==> config.mk <==
export PLATFORM = sky130hd
export DESIGN_NAME = booth_mac_pipe
export DESIGN_NICKNAME = d
export VERILOG_FILES = /design/src/rtl/booth_mac_pipe.sv
export SDC_FILE = /design/constraint.sdc
export NUM_CORES = 2
export LEC_CHECK = 0
export CAP_MARGIN = 10
export CORE_MARGIN = 4
export CORE_UTILIZATION = 34
export DETAILED_ROUTE_END_ITERATION = 10
export PLACE_DENSITY = 0.49
export SETUP_SLACK_MARGIN = 0.15
export SLEW_MARGIN = 5
export SYNTH_ARGS = -nofsm -noshare
export SYNTH_HDL_FRONTEND = slang
export SYNTH_SLANG_ARGS = --single-unit
==> constraint.sdc <==
create_clock -name clk -period 35.2 [get_ports clk]
set_input_delay 5.28 -clock clk [delete_from_list [all_inputs] [get_ports clk]]
set_output_delay 5.28 -clock clk [all_outputs]
set_load 0.02 [all_outputs]
==> src/rtl/booth_mac_pipe.sv <==
// Pipelined radix-4 Booth / Wallace-tree multiply-accumulate with valid/ready handshake.
// Stages: Booth rows -> carry-save pair -> low-half add -> high-half add into result_o.
module booth_mac_pipe #(
  parameter int unsigned WIDTH  = 32,
  parameter bit          ACC_EN = 1'b1
) (
  input  logic               clk,
  input  logic               rst_n,
  input  logic               flush,
  input  logic               in_valid,
  output logic               in_ready,
  input  logic               signed_i,
  input  logic [1:0]         op_i,
  input  logic [WIDTH-1:0]   a_i,
  input  logic [WIDTH-1:0]   b_i,
  input  logic [2*WIDTH-1:0] acc_i,
  output logic               out_valid,
  input  logic               out_ready,
  output logic [2*WIDTH-1:0] result_o,
  output logic               busy_o
);

  localparam int PW      = 2 * WIDTH;
  localparam int NumPp   = WIDTH / 2 + 1;
  localparam int NumRows = NumPp + 2;

  // Rows left after `lvl` levels of 3:2 compression.
  function automatic int rows_at(int lvl);
    int r;
    r = NumRows;
    for (int i = 0; i < lvl; i++) begin
      if (r > 2) r = 2 * (r / 3) + r % 3;
    end
    return r;
  endfunction

  logic adv, accept;
  logic v1_q, v1_d, v2_q, v2_d, v3_q, v3_d, ov_q, ov_d;

  // Booth recoding (S1 inputs)
  logic [1:0]      op_eff;
  logic            msub;
  logic [PW-1:0]   a_ext;
  logic [WIDTH+2:0] b_pad;
  logic [PW-1:0]   pp_d [NumPp];
  logic [PW-1:0]   pp_q [NumPp];
  logic [NumPp-1:0] neg_d, neg_q;
  logic [PW-1:0]   acc_row_d, acc_row_q;

  // Compression (S2) and final add (S3/out)
  logic [PW-1:0]    corr_row;
  logic [PW-1:0]    wt [NumRows+1][NumRows];
  logic [PW-1:0]    sum_d, sum_q, carry_d, carry_q;
  logic [WIDTH-1:0] lo_d, lo_q, hs_d, hs_q, hc_d, hc_q;
  logic             lo_c_d, lo_c_q;
  logic [PW-1:0]    result_d, result_q;

  assign adv      = ~ov_q | out_ready;
  assign accept   = in_valid & adv & ~flush;
  assign in_ready = adv;
  assign out_valid = ov_q;
  assign result_o = result_q;
  assign busy_o   = v1_q | v2_q | v3_q | ov_q;

  always_comb begin
    v1_d = v1_q;
    v2_d = v2_q;
    v3_d = v3_q;
    ov_d = ov_q;
    if (flush) begin
      v1_d = 1'b0;
      v2_d = 1'b0;
      v3_d = 1'b0;
      ov_d = 1'b0;
    end else if (adv) begin
      v1_d = accept;
      v2_d = v1_q;
      v3_d = v2_q;
      ov_d = v3_q;
    end
  end

  always_comb begin
    op_eff    = ACC_EN ? op_i : 2'b00;
    msub      = (op_eff == 2'b10);
    a_ext     = signed_i ? {{WIDTH{a_i[WIDTH-1]}}, a_i} : {{WIDTH{1'b0}}, a_i};
    b_pad     = {{2{signed_i & b_i[WIDTH-1]}}, b_i, 1'b0};
    acc_row_d = (op_eff == 2'b01 || op_eff == 2'b10) ? acc_i : '0;
  end

  // MSUB flips every digit's sign so the tree sums acc + (-a*b) directly.
  for (genvar k = 0; k < NumPp; k++) begin : g_booth
    logic [2:0]    trip;
    logic          one, two, neg;
    logic [PW-1:0] mag;
    assign trip     = b_pad[2*k +: 3];
    assign one      = trip[1] ^ trip[0];
    assign two      = (trip == 3'b011) | (trip == 3'b100);
    assign neg      = (trip[2] & ~(trip[1] & trip[0])) ^ msub;
    assign mag      = one ? a_ext : (two ? {a_ext[PW-2:0], 1'b0} : '0);
    assign neg_d[k] = neg;
    assign pp_d[k]  = (neg ? ~mag : mag) << (2 * k);
    // Two's-complement +1 of each negated row lands at bit 2k of the correction row.
    assign corr_row[2*k +: 2] = {1'b0, neg_q[k]};
  end
  assign corr_row[PW-1:2*NumPp] = '0;

  for (genvar r = 0; r < NumRows; r++) begin : g_l0
    if (r < NumPp) begin : g_pp
      assign wt[0][r] = pp_q[r];
    end else if (r == NumPp) begin : g_corr
      assign wt[0][r] = corr_row;
    end else begin : g_acc
      assign wt[0][r] = acc_row_q;
    end
  end

  for (genvar l = 0; l < NumRows; l++) begin : g_lvl
    localparam int Rin   = rows_at(l);
    localparam int Nfull = (Rin > 2) ? Rin / 3 : 0;
    for (genvar g = 0; g < NumRows; g++) begin : g_row
      if (g < Nfull) begin : g_csa
        assign wt[l+1][2*g]   = wt[l][3*g] ^ wt[l][3*g+1] ^ wt[l][3*g+2];
        assign wt[l+1][2*g+1] = ((wt[l][3*g] & wt[l][3*g+1]) | (wt[l][3*g] & wt[l][3*g+2]) |
                                 (wt[l][3*g+1] & wt[l][3*g+2])) << 1;
      end
      if (g >= 3 * Nfull && g < Rin) begin : g_pass
        assign wt[l+1][g-Nfull] = wt[l][g];
      end
      if (g >= Rin - Nfull) begin : g_zero
        assign wt[l+1][g] = '0;
      end
    end
  end

  always_comb begin
    sum_d             = wt[NumRows][0];
    carry_d           = wt[NumRows][1];
    {lo_c_d, lo_d}    = {1'b0, sum_q[WIDTH-1:0]} + {1'b0, carry_q[WIDTH-1:0]};
    hs_d              = sum_q[PW-1:WIDTH];
    hc_d              = carry_q[PW-1:WIDTH];
    result_d          = {hs_q + hc_q + {{(WIDTH-1){1'b0}}, lo_c_q}, lo_q};
  end

  always_ff @(posedge clk) begin
    if (!rst_n) begin
      v1_q     <= 1'b0;
      v2_q     <= 1'b0;
      v3_q     <= 1'b0;
      ov_q     <= 1'b0;
      result_q <= '0;
    end else begin
      v1_q <= v1_d;
      v2_q <= v2_d;
      v3_q <= v3_d;
      ov_q <= ov_d;
      if (adv) result_q <= result_d;
    end
  end

  always_ff @(posedge clk) begin
    if (adv) begin
      pp_q      <= pp_d;
      neg_q     <= neg_d;
      acc_row_q <= acc_row_d;
      sum_q     <= sum_d;
      carry_q   <= carry_d;
      lo_q      <= lo_d;
      lo_c_q    <= lo_c_d;
      hs_q      <= hs_d;
      hc_q      <= hc_d;
    end
  end

endmodule

==> flow_summary.ini <==
[run_status]
outcome = complete, no violations

[floorplan]
standard_cell_core_area_um2 = 188000
rows = 159
die-area_um2 = 195000
floorplan.initialDensity_pct = 34.1
die-width_um = 442
die_height_um = 442
pin_count = 203

[sta]
max_freq_ghz = 0.0799
finClkSkew_ps = 30.6
setup_repair_after_global_routing_missed_its_margin = false
setup-violations-final = 0
min_period_over_period_pct = 35.6
totalNegativeSetupSlack_ps = 0
finalHoldViolCount = 0
worst_slew_pin_slew_ps = 1130
drv_slew = 0
whs_ps = 415
layout_min_cycle_time_ps = 12520
remaining_max_slew_budget_at_the_tightest_pin_pct = 25.0

[global_routing]
antenna_found_initial = 7
pin_count_of_the_biggest_net_entering_global_routing = 171
global_route_wire_length_before_repair_mm = 282
grt_pass1_vias = 41681
grt_util_all_layers_pct = 19.4
grt_overflow_total = 0

[clock_network]
clock_path_buffers = 3
cts_root_buf = sky130_fd_sc_hd__clkbuf_16
post-cts-setup-buffers = 0
clock_latency_ps = 750
cts_max_level = 3
cts_num_sinks = 948
cts_tree = yes
post_cts.resized_instances = 0
number_of_buffers_inserted_for_hold_repair_after_clock_tree_synthesis = 0
number_of_cts_inserted_buffers = 112
cts.clk_slew.worst_paths_ps = 60

[detailed_routing]
drcViolationCount = 0
routed-via-count = 40806
antenna_violating_nets_post_route = 0
top_layer_used = met5
total_length_of_routed_met2_wires_mm = 87.7
drt_iter0_drc = 3319
route.detailed.wl_per_inst_um = 22.3
drt_first_pass_iters = 6
viasPerCell = 4.76
route.final.wire_length_mm = 191
wirelength_met1_mm = 86.9
met3_length_mm = 11.2

[place]
quantity_of_i_o_buffers_inserted_on_ports = 202
detailed_place_hpwl_mm = 118
place_area_um2 = 68600
routabilityCongestion = 0.809

[synth]
synth_enable_flop_cells = 880
postSynth.topFlopCell = sky130_fd_sc_hd__edfxtp_1
syn-num-nets = 6928
synth-seq-cells = 948
syn_avg_cell_area_um2 = 10.7
post_synth_num_cell_types = 72
synth_top_area_share_pct = 41.3
synth-seq-area-share_pct = 43.4
yosysWarningCount = 0
yosys-top-cells-area = sky130_fd_sc_hd__edfxtp_1 (41%), sky130_fd_sc_hd__fa_1 (19%), sky130_fd_sc_hd__xnor2_1 (8.0%)
syn_inst = 5961
netlist_area_um2 = 64000
synth_largest_area_cell = sky130_fd_sc_hd__edfxtp_1
ys_async_rst_share_pct = 0

[worst_setup_path]
end_kind = output pin
worstSetupStartpointType = input port
cp_max_fo = 81
crit_required_ps = 29920
arrival_ps = 7240
worstSetupPathType = input port to output pin

[finish]
layout-area-overhead-vs-synth_pct = 12.9
layout_common_cells = sky130_fd_sc_hd__nand2_1 (1114), sky130_fd_sc_hd__inv_1 (929), sky130_fd_sc_hd__edfxtp_1 (880), sky130_fd_sc_hd__fa_1 (613), sky130_fd_sc_hd__xnor2_1 (568)
final_core_utilization_pct = 38.6
layout.cells.most_common = sky130_fd_sc_hd__nand2_1
post-route-cell-area_um2 = 72300
post_route_cells_drive_above_1_share_pct = 5.45
fin_nets = 6944

[min_path]
hold_crit_class = register to register

[job]
max-cap-violations = 0
state kept, by name, summed over array words and instances (netlist names), 17 cells and up:
| register | flops |
|---|---|
| acc_row_q | 64 |
| carry_q | 62 |
| hc_q | 32 |
| hs_q | 32 |
| lo_q | 32 |
| neg_q | 17 |
| pp_q | 576 |
| result_o | 64 |
| sum_q | 64 |
cell families (layout without fill, tap and decap cells):
logic type	count (synthesis)	in the layout	synth area share, %
and+or+nand+nor	1384	1384	8.84
buffers and inverters	1315	1424	7.82
DFF	948	948	43.4
adders and majority gates	837	837	23.5
AOI/OAI and AO/OA	776	776	6.79
xor gates and xnor gates	684	684	9.35
muxes	17	17	0.295
other	0	4	0
final timing paths:
path,slack [ps],cells past startpoint,to,startpoint
max,22680,4,in_ready,out_ready
min,410,0,hs_q[23]$_DFFE_PN_,sum_q[55]$_DFFE_PN_
max reg2reg,29700,12,sum_q[63]$_DFFE_PN_,pp_q[1086]$_DFFE_PN_
min reg2reg,410,0,hs_q[23]$_DFFE_PN_,sum_q[55]$_DFFE_PN_
cells in the mapped netlist, types with 67 or more instances:
master and count:
sky130_fd_sc_hd__nand2_1 1114, sky130_fd_sc_hd__inv_1 930, sky130_fd_sc_hd__edfxtp_1 880, sky130_fd_sc_hd__fa_1 613, sky130_fd_sc_hd__xnor2_1 583, sky130_fd_sc_hd__o21ai_0 533
sky130_fd_sc_hd__clkbuf_1 332, sky130_fd_sc_hd__ha_1 218, sky130_fd_sc_hd__a21oi_1 108, sky130_fd_sc_hd__xor2_1 101, sky130_fd_sc_hd__nor2b_1 73, sky130_fd_sc_hd__dfxtp_1 68
sky130_fd_sc_hd__nor2_1 67
metal layers:
metal / track usage, % / vias up
li1: - / 18834
met1: 27.5 / 20477
met2: 31.0 / 1233
met3: 2.74 / 260
met4: 5.38 / 2
met5: 0 / -
per-stage QoR:
step	setup WS, ps	cells
2_1_floorplan	266	5961
3_3_place_gp	22640	8358
3_5_place_dp	22650	8358
4_1_cts	22650	8565
5_1_grt	22590	8566
6_report	22680	8569
final cells by class:
cell class / instances / area, um^2
Clock inverter: 66 / 716
Timing Repair Buffer: 286 / 2660
Inverter: 931 / 3500
Multi-Input combinational cell: 3698 / 31500
Tap cell: 2495 / 3120
Antenna cell: 4 / 10.0
Sequential cell: 948 / 27800
Fill cell: 18093 / 115000
Clock buffer: 141 / 3010
worst max-delay path: stages:
cell and delay [ps]:
sky130_fd_sc_hd__clkdlybuf4s50_1 500, sky130_fd_sc_hd__nor2b_4 70, sky130_fd_sc_hd__inv_8 360, sky130_fd_sc_hd__clkdlybuf4s50_1 860
Power is left out: the tool's default activity adds up to more than one toggle a clock period on the data nets, which glitch-free logic cannot reach.
